**config.mk**
```make
export PLATFORM = sky130hd
export DESIGN_NAME = pwm_multi
export DESIGN_NICKNAME = d
export VERILOG_FILES = /design/src/rtl/pwm_multi.sv
export SDC_FILE = /design/constraint.sdc
export NUM_CORES = 1
export LEC_CHECK = 0
export ABC_AREA = 1
export BUFFER_PORTS_ARGS = -buffer_cell sky130_fd_sc_hd__buf_2
export CAP_MARGIN = 30
export CELL_PAD_IN_SITES_DETAIL_PLACEMENT = 1
export CELL_PAD_IN_SITES_GLOBAL_PLACEMENT = 1
export CORE_MARGIN = 2
export CORE_UTILIZATION = 45
export DETAILED_ROUTE_END_ITERATION = 10
export GPL_ROUTABILITY_DRIVEN = 0
export GPL_TIMING_DRIVEN = 0
export HOLD_SLACK_MARGIN = 0.06
export PLACE_DENSITY_LB_ADDON = 0.2
export SYNTH_ARGS = -nofsm -noshare
export SYNTH_HDL_FRONTEND = slang
export SYNTH_SLANG_ARGS = --single-unit
```
**constraint.sdc**
```tcl
create_clock -name clk -period 2.5 [get_ports clk]
set_input_delay 0.5 -clock clk [delete_from_list [all_inputs] [get_ports clk]]
set_output_delay 0.5 -clock clk [all_outputs]
set_load 0.05 [all_outputs]
```
**src/rtl/pwm_multi.sv**
```systemverilog
// pwm_multi: multi-channel PWM generator on the 8-bit CSR bus.
// One shared prescaler and period counter drive NUM_CH outputs. PERIOD and
// DUTY are staged and copied to their active registers only at period wrap,
// so updates take effect without glitching the outputs.
module pwm_multi #(
  parameter logic [4:0]  BASE_ADDR  = 5'h0,
  parameter int unsigned NUM_CH     = 2,
  parameter logic [7:0]  DFL_PERIOD = 8'hff
) (
  input  logic              clk,
  input  logic              rst,
  input  logic [4:0]        csr_a,
  input  logic [7:0]        csr_di,
  input  logic              csr_we,
  output logic [7:0]        csr_do,
  input  logic              pwm_ce,
  output logic [NUM_CH-1:0] pwm_out,
  output logic [NUM_CH-1:0] pwm_en
);

  localparam int unsigned DW   = 8;
  localparam int unsigned OFFW = 6;

  logic [NUM_CH-1:0] ctrl;
  logic [NUM_CH-1:0] pol;
  logic [DW-1:0]     prescale;
  logic [DW-1:0]     period_stg;
  logic [DW-1:0]     period_act;
  logic [DW-1:0]     duty_stg [NUM_CH];
  logic [DW-1:0]     duty_act [NUM_CH];
  logic [DW-1:0]     cnt;
  logic [DW-1:0]     presc_cnt;

  logic [OFFW-1:0]   off;
  logic              in_range;
  logic              wr_en;
  logic              running;
  logic              tick;
  logic              wrap;
  logic              load;

  // Address decode: the extra top bit catches addresses below BASE_ADDR as a borrow.
  assign off      = {1'b0, csr_a} - {1'b0, BASE_ADDR};
  assign in_range = (off < OFFW'(4 + NUM_CH));
  assign wr_en    = csr_we && in_range;

  assign running = |ctrl;
  assign tick    = running && pwm_ce && (presc_cnt == prescale);
  assign wrap    = (cnt == period_act);
  assign load    = tick && wrap;

  // CSR write path: direct registers and staging registers.
  always_ff @(posedge clk) begin
    if (rst) begin
      ctrl       <= '0;
      pol        <= '0;
      prescale   <= '0;
      period_stg <= DFL_PERIOD;
      for (int i = 0; i < int'(NUM_CH); i++) duty_stg[i] <= '0;
    end else if (wr_en) begin
      case (off)
        OFFW'(0): ctrl       <= csr_di[NUM_CH-1:0];
        OFFW'(1): prescale   <= csr_di;
        OFFW'(2): period_stg <= csr_di;
        OFFW'(3): pol        <= csr_di[NUM_CH-1:0];
        default: begin
          for (int i = 0; i < int'(NUM_CH); i++) begin
            if (off == OFFW'(4 + i)) duty_stg[i] <= csr_di;
          end
        end
      endcase
    end
  end

  // CSR read mux; unmapped offsets and out-of-range addresses return zero.
  always_comb begin
    csr_do = '0;
    if (in_range) begin
      case (off)
        OFFW'(0): csr_do = DW'(ctrl);
        OFFW'(1): csr_do = prescale;
        OFFW'(2): csr_do = period_stg;
        OFFW'(3): csr_do = DW'(pol);
        default: begin
          for (int i = 0; i < int'(NUM_CH); i++) begin
            if (off == OFFW'(4 + i)) csr_do = duty_stg[i];
          end
        end
      endcase
    end
  end

  // Active registers: transparent while idle, otherwise loaded at period wrap.
  always_ff @(posedge clk) begin
    if (rst) begin
      period_act <= DFL_PERIOD;
      for (int i = 0; i < int'(NUM_CH); i++) duty_act[i] <= '0;
    end else if (!running || load) begin
      period_act <= period_stg;
      for (int i = 0; i < int'(NUM_CH); i++) duty_act[i] <= duty_stg[i];
    end
  end

  // Prescaler and period counter; both held at zero while idle.
  always_ff @(posedge clk) begin
    if (rst || !running) begin
      presc_cnt <= '0;
      cnt       <= '0;
    end else if (pwm_ce) begin
      if (presc_cnt == prescale) begin
        presc_cnt <= '0;
        cnt       <= wrap ? '0 : cnt + DW'(1);
      end else begin
        presc_cnt <= presc_cnt + DW'(1);
      end
    end
  end

  // Registered channel outputs; a disabled channel sits at its inactive level.
  always_ff @(posedge clk) begin
    if (rst) begin
      pwm_out <= '0;
      pwm_en  <= '0;
    end else begin
      for (int i = 0; i < int'(NUM_CH); i++) begin
        pwm_out[i] <= ctrl[i] ? ((cnt < duty_act[i]) ^ pol[i]) : pol[i];
      end
      pwm_en <= ctrl;
    end
  end

endmodule
```
==> flow_metrics.tcl <==
set metrics [dict create \
    antennaDiodeCount 0 \
    route.met2.wl_um 5390 \
    synth_top_family_by_area "simple AND/OR/NAND/NOR gates" \
    p_switching_uw 678 \
    crit_type "input pin to output port" \
    worstHoldStart "csr_di[7]" \
    rsz0062_at_grt "true" \
    p_comb_frac 0.091 \
    min_period_ps 2440 \
    yosysWarnings 0 \
    finalCritPeriodShare 0.977 \
    grt_pass1_vias 3606 \
    synthMuxAreaShare 0 \
    cts_made_buffers 9 \
    r2r_cells 10 \
    setup_slack_ps 56.7 \
    drv_slew 0 \
    core_area_mm2 0.00911 \
    pin_count 29 \
    via_per_inst 5.20 \
    grt_max_degree 18 \
    synth.distinct_cells 33 \
    p_seq_frac 0.515 \
    place_area_mm2 0.00447 \
    crit_start "csr_a[4]" \
    timing.critical_path.to "csr_do[2]" \
    syn_avg_cell_area_um2 7.90 \
    start_kind "input pin" \
    place_hpwl_um 8910 \
    syn-num-nets 562 \
    grt.total_usage 0.240 \
    synth_edf_count 32 \
    overflow 0 \
    antenna_found_initial 0 \
    die_area_mm2 0.0101 \
    cts_tree "built" \
    layout.nets 603 \
    initial_core_util 0.459 \
    netlist_instances 529 \
    p_per_area_mw_per_mm2 578 \
    max_freq_mhz 409 \
    worstPathRequired_ps 2000 \
    rows 35 \
    die_x_um 100 \
    post-synth-top-count-cell "nand2_1" \
    synthFlopType "dfxtp_1" \
    wl_per_cell_um 16.5 \
    max-clock-path-buffers 2 \
    synth_seq_area_share 0.460 \
    yosys.area_share.adder 0.0479 \
    h-tree-depth 3 \
    wirelength_um 11300 \
    endpoint_kind "output port" \
    wl_met1_um 5310 \
    ys_ff_latch 80 \
    ir_drop_v 0.000288 \
    yosysTopAreaCell "dfxtp_1" \
    synth_async_sr_flop_share 0 \
    p_clk_frac 0.394 \
    stdcell_area_mm2 0.00473 \
    die_y_um 100 \
    p_int_mw 2.05 \
    areaGrowthSynthToFinish_pct 13.0 \
    port_buffers 28 \
    insertion_delay_ps 350 \
    drcViolationCount 0 \
    cts.clk_slew.worst_paths_ps 80 \
    hold_path.class "input pin to flip-flop" \
    syn_area_mm2 0.00418 \
    switching_share 0.248 \
    setup_tns_ps 0 \
    grt_pass1_wl_um 18500 \
    critPathArrivalTime_ps 1940 \
    dp_slack_ps -36.2 \
    relSlewSlack 0.652 \
    crit_fanout 6 \
    clkSinkCount 80 \
    drt_iter0_markers 124 \
    setup_viol 0 \
    worstMarginPinSlew_ps 517 \
    worst_r2r_startpoint "cnt[3]" \
    synthTopCellsByArea "dfxtp_1 (23%), edfxtp_1 (23%), nand2_1 (10%)" \
    synth_compound_area_frac 0.106 \
    ant_nets 0 \
    clock-root-buffer "clkbuf_8" \
    drv_cap 0 \
    synth_top_area_share 0.230 \
    dr.pass1.iters 4 \
    hold_ws_ps 419 \
    synth_simple_gate_area_share 0.254 \
    top_layer_used "met4" \
    drive_above_1_share 0.136 \
    fin_worst_skew_ps 7.51 \
    synth_common_cells "nand2_1 (113), inv_1 (89), nor2_1 (60)" \
    wl_met3_um 363 \
    synthXorXnorAreaFrac 0.0314 \
    r2r_slack_ps 350 \
    vias 3569 \
    r2r_end "duty_act[0][0]" \
    hold_viol_final 0 \
    p_leak_nw 2.18 \
    status "finished, final reports clean" \
]
==> timing repair <==
action / 4_1_cts / 5_1_grt
endpoints found under the setup margin: 4 / 24
hold buffers: 0 / 0
gates resized for setup: 3 / 8
setup buffers: 0 / 1
pin swaps: 0 / 1
==> kinds of logic after synthesis <==
group / Yosys count
flops: 80
buf+inv: 105
fa+ha+maj: 16
compound gates: 78
simple gates: 235
xor+xnor: 15
==> how the worst min path moves through the flow <==
stage / end / slack (ps) / cells past startpoint
after floorplan: period_act[2] / 430 / 2
after global placement: period_act[2] / 470 / 2
after detailed placement: period_act[3] / 490 / 2
after CTS: period_stg[7] / 420 / 3
after global routing: period_stg[4] / 430 / 3
final: period_stg[7] / 420 / 3
==> power by group through the flow <==
stage | clock, mW | combinational, mW | sequential [mW]
after detailed placement | 0 | 0.243 | 1.44
final | 1.08 | 0.248 | 1.41
after CTS | 1.09 | 0.246 | 1.41
after floorplan | 0 | 0.162 | 1.43
after global placement | 0 | 0.232 | 1.43
after global routing | 1.13 | 0.275 | 1.41
==> flip-flops by register name (all words and copies together), names as in the netlist <==
register / count
cnt: 8
ctrl: 2
duty_act: 16
duty_stg: 16
period_act: 8
period_stg: 8
pol: 2
presc_cnt: 8
prescale: 8
pwm_en: 2
pwm_out: 2
==> placed cells by master, fill, tap and decap left out, types with 4 or more instances in the layout <==
cell / Yosys / final
nand3_1: 34 / 34
inv_1: 89 / 87
xor2_1: 12 / 12
a21oi_1: 31 / 31
ha_1: 16 / 16
buf_4: 1 / 5
nor2_1: 60 / 59
dfxtp_1: 48 / 48
clkbuf_8: 0 / 10
nor3_1: 6 / 6
o22ai_1: 7 / 6
edfxtp_1: 32 / 32
clkbuf_1: 4 / 5
inv_2: 4 / 6
o221ai_1: 5 / 5
buf_2: 3 / 27
nand4_1: 4 / 4
nor2_4: 11 / 11
o21ai_0: 26 / 26
nand2_1: 113 / 111
==> area by class of cell <==
| class | count | area, um2 |
|---|---|---|
| Clock inverter | 5 | 80.1 |
| Multi-Input combinational cell | 344 | 1850 |
| Buffer | 10 | 68.8 |
| Timing Repair Buffer | 30 | 165 |
| Fill cell | 1149 | 4380 |
| Sequential cell | 80 | 1920 |
| Clock buffer | 11 | 141 |
| Inverter | 95 | 357 |
| Tap cell | 111 | 139 |
==> metal layers <==
layer / up-vias / GRT usage
met5: - / 0
met4: 0 / 0.0927
met3: 18 / 0.0299
met2: 63 / 0.403
met1: 1701 / 0.316
li1: 1787 / -
==> critical path, stage by stage <==
cell and delay (ps):
buf_2 120, nor2_1 160, nand2_2 160, nor3_4 220
inv_1 150, o22ai_1 230, o21ai_0 120, inv_1 70
clkbuf_4 220
==> stage by stage <==
stage,instances,power [mW],utilization
2_1_floorplan,529,1.59,-
3_3_place_gp,668,1.67,0.490
3_5_place_dp,669,1.68,0.491
4_1_cts,685,2.74,0.516
5_1_grt,686,2.82,0.519
6_report,686,2.73,0.519
No activity file was read; power rests on OpenSTA's default activity.
